==> src/rtl/fruit_slice_ctrl_if.sv <==
// ----------------------------------------------------------------------------
// fruit_slice_ctrl_if
// Purpose : groups the game-flow signals between the fruit/blade front end
//           and the slice controller.
// Signals : game_en, fruitX/Y/S, bladeX/Y, blade_down   (into controller)
//           new_fruit, move_fruit, sliced, missed,
//           number_of_fruits_cut, lives, game_over       (out of controller)
//           combo                                        (FRUIT_COMBO_EN only)
// Modports: master = driver of game inputs / observer of results
//           slave  = the controller itself
// Config  : FRUIT_COMBO_EN adds the 4-bit combo result signal.
// ----------------------------------------------------------------------------
interface fruit_slice_ctrl_if;
    logic       game_en;
    logic [9:0] fruitX;
    logic [9:0] fruitY;
    logic [9:0] fruitS;
    logic [9:0] bladeX;
    logic [9:0] bladeY;
    logic       blade_down;
    logic       new_fruit;
    logic       move_fruit;
    logic       sliced;
    logic       missed;
    logic [7:0] number_of_fruits_cut;
    logic [1:0] lives;
    logic       game_over;
`ifdef FRUIT_COMBO_EN
    logic [3:0] combo;
`endif

    modport master (
        output game_en, fruitX, fruitY, fruitS, bladeX, bladeY, blade_down,
        input  new_fruit, move_fruit, sliced, missed, number_of_fruits_cut,
               lives, game_over
`ifdef FRUIT_COMBO_EN
        , input combo
`endif
    );

    modport slave (
        input  game_en, fruitX, fruitY, fruitS, bladeX, bladeY, blade_down,
        output new_fruit, move_fruit, sliced, missed, number_of_fruits_cut,
               lives, game_over
`ifdef FRUIT_COMBO_EN
        , output combo
`endif
    );
endinterface

==> src/rtl/fruit_slice_ctrl.sv <==
// ----------------------------------------------------------------------------
// fruit_slice_ctrl
// Purpose : game-flow controller behind the fruit motion block. Spawns a
//           fruit, lets it fly, confirms blade slices over several frames,
//           detects fruits leaving the screen, and tracks score, lives and
//           game over.
// Ports   : frame_clk  - frame-rate clock, all state on rising edge
//           Reset      - asynchronous, active-low
//           bus        - fruit_slice_ctrl_if.slave (game inputs / results)
// Config  : define FRUIT_COMBO_EN to add the combo counter; a slice that
//           brings combo to COMBO_N or more scores 2 instead of 1.
// ----------------------------------------------------------------------------
module fruit_slice_ctrl #(
    parameter int unsigned LIVES       = 3,
    parameter int unsigned HIT_CONFIRM = 2,
    parameter int unsigned ARM_FRAMES  = 2,
    parameter int unsigned HOLD_FRAMES = 8,
    parameter int unsigned MISS_Y      = 479,
    parameter int unsigned X_MAX       = 639,
    parameter int unsigned COMBO_N     = 4
) (
    input  logic               frame_clk,
    input  logic               Reset,
    fruit_slice_ctrl_if.slave  bus
);

    localparam logic [1:0] LIVES_C   = 2'(LIVES);
    localparam logic [2:0] HIT_C     = 3'(HIT_CONFIRM);
    localparam logic [3:0] ARM_LAST  = 4'(ARM_FRAMES - 1);
    localparam logic [3:0] HOLD_LAST = 4'(HOLD_FRAMES - 1);
    localparam logic [9:0] MISS_Y_C  = 10'(MISS_Y);
    localparam logic [9:0] X_MAX_C   = 10'(X_MAX);

    typedef enum logic [2:0] {
        S_IDLE, S_SPAWN, S_ARM, S_FLIGHT, S_HIT, S_MISS, S_OVER
    } state_t;

    state_t     state_q, state_d;
    logic [3:0] tmr_q, tmr_d;
    logic [2:0] hit_q, hit_d;
    logic [7:0] count_q, count_d;
    logic [1:0] lives_q, lives_d;
    logic       new_fruit_q, new_fruit_d;
    logic       move_q, move_d;
    logic       sliced_q, sliced_d;
    logic       missed_q, missed_d;
    logic       over_q, over_d;

    // Blade/fruit overlap on 11-bit signed differences so that a blade left
    // of or above the fruit compares correctly.
    logic signed [10:0] dx, dy;
    logic        [10:0] adx, ady;
    logic               overlap;
    logic               miss_cond;
    logic        [2:0]  hit_inc;
    logic               confirm;

    assign dx        = $signed({1'b0, bus.bladeX}) - $signed({1'b0, bus.fruitX});
    assign dy        = $signed({1'b0, bus.bladeY}) - $signed({1'b0, bus.fruitY});
    assign adx       = dx[10] ? $unsigned(-dx) : $unsigned(dx);
    assign ady       = dy[10] ? $unsigned(-dy) : $unsigned(dy);
    assign overlap   = bus.blade_down
                     & (adx <= {1'b0, bus.fruitS})
                     & (ady <= {1'b0, bus.fruitS});
    // Negative positions wrap to large unsigned values, so the same
    // greater-than test also catches fruits leaving at the top/left.
    assign miss_cond = (bus.fruitY > MISS_Y_C) | (bus.fruitX > X_MAX_C);
    assign hit_inc   = (hit_q == 3'd7) ? hit_q : hit_q + 3'd1;
    assign confirm   = overlap & (hit_inc == HIT_C);

    // Score increment for a confirmed slice.
    logic [1:0] slice_add;
    logic [8:0] count_sum;
    logic [7:0] count_sat;
    logic [1:0] lives_dec;

`ifdef FRUIT_COMBO_EN
    localparam logic [4:0] COMBO_C = 5'(COMBO_N);
    logic [3:0] combo_q, combo_d;
    logic [3:0] combo_inc;

    // Threshold uses the combo value including the slice being scored.
    assign combo_inc = (combo_q == 4'hF) ? combo_q : combo_q + 4'd1;
    assign slice_add = ({1'b0, combo_inc} >= COMBO_C) ? 2'd2 : 2'd1;
    assign bus.combo = combo_q;
`else
    assign slice_add = 2'd1;
`endif

    assign count_sum = {1'b0, count_q} + {7'd0, slice_add};
    assign count_sat = count_sum[8] ? 8'hFF : count_sum[7:0];
    assign lives_dec = (lives_q == '0) ? '0 : lives_q - 2'd1;

    always_comb begin
        state_d     = state_q;
        tmr_d       = tmr_q;
        hit_d       = '0;
        count_d     = count_q;
        lives_d     = lives_q;
        new_fruit_d = 1'b0;
        move_d      = 1'b0;
        sliced_d    = 1'b0;
        missed_d    = 1'b0;
        over_d      = 1'b0;
`ifdef FRUIT_COMBO_EN
        combo_d     = combo_q;
`endif
        if (!bus.game_en) begin
            state_d = S_IDLE;
            tmr_d   = '0;
        end else begin
            case (state_q)
                S_IDLE: begin
                    state_d = S_SPAWN;
                    tmr_d   = '0;
                    count_d = '0;
                    lives_d = LIVES_C;
`ifdef FRUIT_COMBO_EN
                    combo_d = '0;
`endif
                end
                S_SPAWN: begin
                    new_fruit_d = 1'b1;
                    state_d     = S_ARM;
                    tmr_d       = '0;
                end
                S_ARM: begin
                    move_d = 1'b1;
                    if (tmr_q == ARM_LAST) begin
                        state_d = S_FLIGHT;
                        tmr_d   = '0;
                    end else begin
                        tmr_d = tmr_q + 4'd1;
                    end
                end
                S_FLIGHT: begin
                    move_d = 1'b1;
                    if (overlap) hit_d = hit_inc;
                    // A confirmed slice takes priority over a miss.
                    if (confirm) begin
                        state_d = S_HIT;
                        hit_d   = '0;
                        tmr_d   = '0;
                    end else if (miss_cond) begin
                        state_d = S_MISS;
                        hit_d   = '0;
                        tmr_d   = '0;
                    end
                end
                S_HIT: begin
                    // Pulse and score land on the first HIT cycle so they
                    // appear one cycle after the state entry.
                    if (tmr_q == '0) begin
                        sliced_d = 1'b1;
                        count_d  = count_sat;
`ifdef FRUIT_COMBO_EN
                        combo_d  = combo_inc;
`endif
                    end
                    if (tmr_q == HOLD_LAST) begin
                        state_d = S_SPAWN;
                        tmr_d   = '0;
                    end else begin
                        tmr_d = tmr_q + 4'd1;
                    end
                end
                S_MISS: begin
                    if (tmr_q == '0) begin
                        missed_d = 1'b1;
                        lives_d  = lives_dec;
`ifdef FRUIT_COMBO_EN
                        combo_d  = '0;
`endif
                    end
                    if (tmr_q == HOLD_LAST) begin
                        // lives_d already reflects this miss's decrement.
                        state_d = (lives_d == '0) ? S_OVER : S_SPAWN;
                        tmr_d   = '0;
                    end else begin
                        tmr_d = tmr_q + 4'd1;
                    end
                end
                S_OVER: begin
                    over_d = 1'b1;
                end
                default: begin
                    state_d = S_IDLE;
                    tmr_d   = '0;
                end
            endcase
        end
    end

    always_ff @(posedge frame_clk or negedge Reset) begin
        if (!Reset) begin
            state_q     <= S_IDLE;
            tmr_q       <= '0;
            hit_q       <= '0;
            count_q     <= '0;
            lives_q     <= LIVES_C;
            new_fruit_q <= 1'b0;
            move_q      <= 1'b0;
            sliced_q    <= 1'b0;
            missed_q    <= 1'b0;
            over_q      <= 1'b0;
`ifdef FRUIT_COMBO_EN
            combo_q     <= '0;
`endif
        end else begin
            state_q     <= state_d;
            tmr_q       <= tmr_d;
            hit_q       <= hit_d;
            count_q     <= count_d;
            lives_q     <= lives_d;
            new_fruit_q <= new_fruit_d;
            move_q      <= move_d;
            sliced_q    <= sliced_d;
            missed_q    <= missed_d;
            over_q      <= over_d;
`ifdef FRUIT_COMBO_EN
            combo_q     <= combo_d;
`endif
        end
    end

    assign bus.new_fruit            = new_fruit_q;
    assign bus.move_fruit           = move_q;
    assign bus.sliced               = sliced_q;
    assign bus.missed               = missed_q;
    assign bus.number_of_fruits_cut = count_q;
    assign bus.lives                = lives_q;
    assign bus.game_over            = over_q;

endmodule
==> src/flat_wrapper.sv <==
// flat-port wrapper written by rule: the top's interface ports become plain ports
module fruit_slice_ctrl_flat 
#(
    parameter int unsigned LIVES       = 3,
    parameter int unsigned HIT_CONFIRM = 2,
    parameter int unsigned ARM_FRAMES  = 2,
    parameter int unsigned HOLD_FRAMES = 8,
    parameter int unsigned MISS_Y      = 479,
    parameter int unsigned X_MAX       = 639,
    parameter int unsigned COMBO_N     = 4
)
  (frame_clk, Reset, bus_game_en, bus_fruitX, bus_fruitY, bus_fruitS, bus_bladeX, bus_bladeY, bus_blade_down, bus_new_fruit, bus_move_fruit, bus_sliced, bus_missed, bus_number_of_fruits_cut, bus_lives, bus_game_over);
  fruit_slice_ctrl_if bus_i ();
  input  logic frame_clk;
  input  logic Reset;
  input wire logic [$bits(bus_i.game_en)-1:0] bus_game_en;
  input wire logic [$bits(bus_i.fruitX)-1:0] bus_fruitX;
  input wire logic [$bits(bus_i.fruitY)-1:0] bus_fruitY;
  input wire logic [$bits(bus_i.fruitS)-1:0] bus_fruitS;
  input wire logic [$bits(bus_i.bladeX)-1:0] bus_bladeX;
  input wire logic [$bits(bus_i.bladeY)-1:0] bus_bladeY;
  input wire logic [$bits(bus_i.blade_down)-1:0] bus_blade_down;
  output wire logic [$bits(bus_i.new_fruit)-1:0] bus_new_fruit;
  output wire logic [$bits(bus_i.move_fruit)-1:0] bus_move_fruit;
  output wire logic [$bits(bus_i.sliced)-1:0] bus_sliced;
  output wire logic [$bits(bus_i.missed)-1:0] bus_missed;
  output wire logic [$bits(bus_i.number_of_fruits_cut)-1:0] bus_number_of_fruits_cut;
  output wire logic [$bits(bus_i.lives)-1:0] bus_lives;
  output wire logic [$bits(bus_i.game_over)-1:0] bus_game_over;
  assign bus_i.game_en = bus_game_en;
  assign bus_i.fruitX = bus_fruitX;
  assign bus_i.fruitY = bus_fruitY;
  assign bus_i.fruitS = bus_fruitS;
  assign bus_i.bladeX = bus_bladeX;
  assign bus_i.bladeY = bus_bladeY;
  assign bus_i.blade_down = bus_blade_down;
  assign bus_new_fruit = bus_i.new_fruit;
  assign bus_move_fruit = bus_i.move_fruit;
  assign bus_sliced = bus_i.sliced;
  assign bus_missed = bus_i.missed;
  assign bus_number_of_fruits_cut = bus_i.number_of_fruits_cut;
  assign bus_lives = bus_i.lives;
  assign bus_game_over = bus_i.game_over;
  fruit_slice_ctrl #(.LIVES(LIVES), .HIT_CONFIRM(HIT_CONFIRM), .ARM_FRAMES(ARM_FRAMES), .HOLD_FRAMES(HOLD_FRAMES), .MISS_Y(MISS_Y), .X_MAX(X_MAX), .COMBO_N(COMBO_N)) u_core (.frame_clk(frame_clk), .Reset(Reset), .bus(bus_i));
endmodule
==> config.mk <==
export PLATFORM = sky130hd
export DESIGN_NAME = fruit_slice_ctrl_flat
export DESIGN_NICKNAME = d
export VERILOG_FILES = /design/src/rtl/fruit_slice_ctrl_if.sv /design/src/rtl/fruit_slice_ctrl.sv /design/src/flat_wrapper.sv
export SDC_FILE = /design/constraint.sdc
export NUM_CORES = 1
export LEC_CHECK = 0
export ABC_AREA = 1
export CORE_UTILIZATION = 40
export CTS_CLUSTER_SIZE = 24
export DETAILED_ROUTE_END_ITERATION = 7
export GPL_TIMING_DRIVEN = 0
export SLEW_MARGIN = 15
export SYNTH_ARGS = -nofsm -noshare
export SYNTH_HDL_FRONTEND = slang
export SYNTH_SLANG_ARGS = --single-unit
==> constraint.sdc <==
create_clock -name frame_clk -period 2.1 [get_ports frame_clk]
set_input_delay 0.315 -clock frame_clk [delete_from_list [all_inputs] [get_ports frame_clk]]
set_output_delay 0.315 -clock frame_clk [all_outputs]
set_load 0.03 [all_outputs]
# == Word level (Yosys, flattened, before mapping) ==
# Index checks and enable logic that the tools add are counted.
# classes
div,0
bitwise,4
n_eq_ne,16
multipliers,0
n_shift,0
add_sub_neg,8
n_reduce_logical,12
mux,41
order_cmp,4
# ops
operator,n
3-bit two-way mux,13
11-bit by 10-bit less-or-equal comparator with 1-bit output,2
11-bit two-way mux,2
11-bit negation,2
10-bit by 10-bit subtractor with 11-bit output,2
3-bit one-hot mux with 7 select lines,1
4-bit two-way mux,5
8-bit two-way mux,2
4-bit one-hot mux with 4 select lines,1
8-bit one-hot mux with 2 select lines,1
"3-bit equality test, second input constant",4
1-bit two-way mux,11
"10-bit greater-than comparator, second input constant",1
"10-bit by 9-bit greater-than comparator with 1-bit output, second input constant",1
"8-bit by 1-bit adder with 9-bit output, second input constant",1
"3-bit by 2-bit equality test with 1-bit output, second input constant",3
"3-bit by 2-bit != test with 1-bit output, second input constant",3
2-bit two-way mux,4
5-bit AND reduction,1
"4-bit by 1-bit adder with 4-bit output, second input constant",1
"4-bit by 1-bit equality test with 1-bit output, second input constant",1
"4-bit by 3-bit equality test with 1-bit output, second input constant",1
2-bit zero test,2
4-bit zero test,1
14 further kinds,19
# word_totals
in_bits,54
n_memories,0
latchBits,0
romBits,0
regBits,25
ram_bits,0

# == Depth between registers and ports, before layout ==
# logic_depth
word_depth,11
depth_mapped,30
mapped_depth_nobuf,30

# == Worst setup path before layout ==
# OpenSTA, ideal clock, no wires.
# synth_path
path_kind,input to register
from,input port bus_bladeX[0]
to,register u_core.state_q[0]
setup_ps,122
required_ps,1978
stages,27
setup_slack_ps,-1341
arrival_time_ps,3319
n_path_buf,0
cell_sequence,inv_1 > ha_1 > inv_1 > fa_1 > inv_1 > ha_1 > inv_1 > nor2_2 > nand3_1 > nor2_2 > nand3_2 > nor2_2 > nor2_1 > xnor2_1 > inv_1 > ha_1 > nand2_1 > nor3_1 > nand4_1 > nand2_1 > nand2_1 > nor2_1 > nand4_4 > nand2_4 > nand3_4 > nand2_1 > o21ai_1
# synth_via
elab_chain_cells,10
word_cells_on_any_way,12
classes_between,add/sub (2); order compare (1); eq/ne (1); mux (4); bitwise (3); reduce/logical (1)
# synth_rtl
item,line_no,rtl
start: declaration,flat_wrapper.sv:20,input wire logic [$bits(bus_i.bladeX)-1:0] bus_bladeX;
10-bit by 10-bit subtractor with 11-bit output (*),fruit_slice_ctrl.sv:58,"assign dx = $signed({1'b0, bus.bladeX}) - $signed({1'b0, bus.fruitX});"
11-bit negation,fruit_slice_ctrl.sv:60,assign adx = dx[10] ? $unsigned(-dx) : $unsigned(dx);
11-bit two-way mux (*),fruit_slice_ctrl.sv:60,
11-bit by 10-bit less-or-equal comparator with 1-bit output (*),fruit_slice_ctrl.sv:63,"& (adx <= {1'b0, bus.fruitS})"
1-bit AND (*),fruit_slice_ctrl.sv:63,
1-bit AND (*),fruit_slice_ctrl.sv:64,"& (ady <= {1'b0, bus.fruitS});"
1-bit AND (*),fruit_slice_ctrl.sv:69,assign confirm = overlap & (hit_inc == HIT_C);
3-bit two-way mux,fruit_slice_ctrl.sv:140,if (confirm) begin
3-bit one-hot mux with 7 select lines,fruit_slice_ctrl.sv:112,case (state_q)
3-bit two-way mux,fruit_slice_ctrl.sv:108,if (!bus.game_en) begin
end signal: assignment,fruit_slice_ctrl.sv:210,state_q <= state_d;
end: declaration,fruit_slice_ctrl.sv:38,"state_t state_q, state_d;"
# Every way passes the cells marked *; elsewhere a longest branch is shown, timed or not.
# A chain may end at the register's enable or synchronous reset.

# == Final worst setup path ==
# layout_path
from,input port bus_fruitY[6]
to,register u_core.state_q[0]
# layout_via
elab_chain_cells,9
word_cells_on_any_way,13
classes_between,add/sub (2); order compare (2); eq/ne (1); mux (4); bitwise (3); reduce/logical (1)
# layout_rtl
item,line_no,rtl
start: declaration,flat_wrapper.sv:18,input wire logic [$bits(bus_i.fruitY)-1:0] bus_fruitY;
10-bit by 10-bit subtractor with 11-bit output,fruit_slice_ctrl.sv:59,"assign dy = $signed({1'b0, bus.bladeY}) - $signed({1'b0, bus.fruitY});"
11-bit negation,fruit_slice_ctrl.sv:61,assign ady = dy[10] ? $unsigned(-dy) : $unsigned(dy);
11-bit two-way mux,fruit_slice_ctrl.sv:61,
11-bit by 10-bit less-or-equal comparator with 1-bit output,fruit_slice_ctrl.sv:64,
1-bit AND,fruit_slice_ctrl.sv:64,
1-bit AND,fruit_slice_ctrl.sv:69,
3-bit two-way mux,fruit_slice_ctrl.sv:140,
3-bit one-hot mux with 7 select lines,fruit_slice_ctrl.sv:112,
3-bit two-way mux,fruit_slice_ctrl.sv:108,
# Parallel ways exist; a longest one is shown, timed or not.

==> impl_metrics.json <==
{
  "status": "complete, but fails checks",
  "violations": "setup timing",
  "slowest_stage": "clkdlybuf4s50_1",
  "synth_area_sq_um": 3632,
  "layout_commonest_cell": "nand2_1",
  "hold_viol_final": 0,
  "cp_slowest_stage_delay_ns": 0.45,
  "cts_sinks": 25,
  "die_y_um": 97.29,
  "holdWs_ns": 0.01773,
  "pwr-share-clk_pct": 10.8,
  "yosys_warnings": 0,
  "vias": 3863,
  "grt_pass1_wl_mm": 15.79,
  "synthToLayoutAreaGrowth_pct": 49.02,
  "via_per_inst": 4.853,
  "place_congestion": 0.8734,
  "p_leak_nw": 2.660,
  "yosysTopAreaCell": "ha_1",
  "cp.arrival_ns": 3.59,
  "drc_errors": 0,
  "drive_above_1_share_pct": 30.67,
  "die_width_um": 97.29,
  "powerDensity_nw_per_um2": 488.9,
  "internal_power_w": 0.001456,
  "critPathKind": "input pin to register",
  "slew_violations": 0,
  "core_sq_um": 8763,
  "synthTopCellsByArea": "ha_1 (16%), dfrtp_1 (16%), nand2_1 (15%)",
  "relSlewSlack_pct": 63.01,
  "path_max_fanout": 6,
  "cp.required_ns": 2.26,
  "grt.overflow.total": 0,
  "rsz0062_at_grt": "yes",
  "final.min_clock_period_ns": 3.428,
  "clock_latency_ns": 0.27,
  "max_freq_mhz": 291.7,
  "pin_count": 69,
  "yosysUniqueCellTypes": 41,
  "synth_edf_count": 0,
  "finalCritPeriodShare_pct": 163.2,
  "start_kind": "input pin",
  "endpoint_kind": "register",
  "drt_first_pass_iters": 5,
  "tritoncts": "yes",
  "start_util_pct": 41.45,
  "p_switching_w": 0.001191,
  "antenna_found_initial": 0,
  "nNetsFinal": 792,
  "dp_hpwl_mm": 6.768,
  "cap_violations": 0,
  "clockBufferDepth": 2,
  "cts-buffers-inserted": 3,
  "synth_seq_cells": 25,
  "syn_inst": 570,
  "fillers": 838,
  "pwr-share-comb_pct": 68.5,
  "finalSetupViolCount": 10,
  "async_reset_ff_share_pct": 100.0,
  "syn_nets": 673,
  "cts_root_buf": "clkbuf_8",
  "vdd_drop_max_v": 0.0003379,
  "grt_usage_pct": 19.27,
  "path_clk_slew_ns": 0.08,
  "wirelength_mm": 9.337,
  "grt_max_degree": 26,
  "dieArea_sq_um": 9465,
  "antenna_left": 0,
  "finClkSkew_ns": 0.001615,
  "wl_per_cell_um": 11.73,
  "synthFlopType": "dfrtp_1",
  "fp-row-count": 34,
  "io_buffers": 68,
  "setup_slack_ns": -1.328,
  "crit_buf_inv": 8,
  "synth_top_area_share_pct": 16.19,
  "layout_common_cells": "nand2_1 (119), inv_1 (92), clkdlybuf4s50_1 (48)",
  "p_seq_share_pct": 20.8,
  "swShare_pct": 44.99,
  "grt_pass1_vias": 3799,
  "final_util_pct": 61.76,
  "drt_iter0_drc": 69,
  "min_path_type": "input pin to async pin",
  "antenna_cells": 0,
  "path_delay_family": "simple AND/OR/NAND/NOR gates",
  "ys_seq_area_share_pct": 17.29,
  "htree_levels": 1,
  "tightest_slew_ns": 0.5549,
  "avgSynthCellArea_sq_um": 6.372
}
[per-layer routing]
metal / routed length, um / track usage (%) / vias to the layer above
li1: - / - / 2044
met1: 4313 / 24.39 / 1745
met2: 4672 / 36.35 / 67
met3: 293 / 0.9353 / 7
met4: 58 / 3.394 / 0
met5: 0 / 0 / -
[power groups by stage]
| stage | Clock (W) | Sequential, W | Combinational [W] |
|---|---|---|---|
| after detailed placement | 0 | 0.000559 | 0.00138 |
| after CTS | 0.000296 | 0.000550 | 0.00170 |
| after global routing | 0.000308 | 0.000556 | 0.00203 |
| after global placement | 0 | 0.000560 | 0.00135 |
| after floorplan | 0 | 0.000589 | 0.000988 |
| final | 0.000285 | 0.000550 | 0.00181 |
[sequential cells by signal, summed over array words and instances, names as in the netlist]
register,cells
u_core.bus.game_over,1
u_core.bus.lives,2
u_core.bus.missed,1
u_core.bus.move_fruit,1
u_core.bus.new_fruit,1
u_core.bus.number_of_fruits_cut,8
u_core.bus.sliced,1
u_core.hit_q,3
u_core.state_q,3
u_core.tmr_q,4
[cells in the mapped netlist, drive strengths merged (3+ instances only)]
| library cell | count |
|---|---|
| o22ai | 3 |
| nand2 | 161 |
| nand3 | 43 |
| inv | 122 |
| xnor2 | 5 |
| xor2 | 13 |
| nand3b | 3 |
| dfrtp | 23 |
| ha | 47 |
| nor2 | 47 |
| o21ai | 28 |
| nor3 | 14 |
| and3 | 3 |
| buf | 3 |
| nand4 | 9 |
| a21oi | 25 |
| o21bai | 4 |
[logic make-up (layout without fill, tap and decap cells)]
family                     Yosys count  after routing  synth area share (%)
DFF                                 25             25                 17.29
buffers and inverters              126            244                 13.47
AOI/OAI and AO/OA                   68             68                 10.82
xor gates and xnor gates            18             18                 4.340
adders and majority gates           49             49                 17.29
and+or+nand+nor                    284            284                 36.79
[area by class of cell]
cell class	count	area [sq um]	area share, %
Buffer	4	37.54	0.6935
Inverter	122	478.0	8.830
Sequential cell	25	628.1	11.60
Multi-Input combinational cell	419	3083	56.96
Clock buffer	4	45.04	0.8322
Timing Repair Buffer	114	1006	18.59
Tap cell	108	135.1	2.497
[stage by stage]
stage	setup slack (ns)	area [sq um]	power (W)	cells	setup TNS, ns
after floorplan	-1.148	3702	0.001576	570	-11.18
after global placement	-2.110	4518	0.001910	746	-20.81
after detailed placement	-2.154	4518	0.001938	746	-21.13
after CTS	-1.244	5271	0.002546	790	-12.08
after global routing	-1.497	5413	0.002893	796	-14.65
final	-1.328	5413	0.002646	796	-13.00
[final timing paths]
kind	from	end	slack [ns]	depth (start not counted)
max in group asynchronous	Reset	u_core.bus.lives[0]	1.72	1
hold / removal	Reset	u_core.bus.number_of_fruits_cut[7]	0.02	1
min in group frame_clk	bus_fruitY[9]	u_core.hit_q[2]	0.51	4
hold reg to reg	u_core.bus.lives[1]	u_core.bus.lives[0]	0.54	2
setup / recovery	bus_fruitY[6]	u_core.state_q[0]	-1.33	25
setup reg to reg	u_core.tmr_q[0]	u_core.bus.number_of_fruits_cut[4]	0.24	8
[repair_timing]
item / in CTS / in global routing
setup buffers: 39 / 6
gates cloned: 1 / 0
setup endpoints to repair: 10 / 10
hold buffers: 0 / 0
resized for setup: 126 / 29
pin swaps: 70 / 17
(Power assumes the default switching activity.)
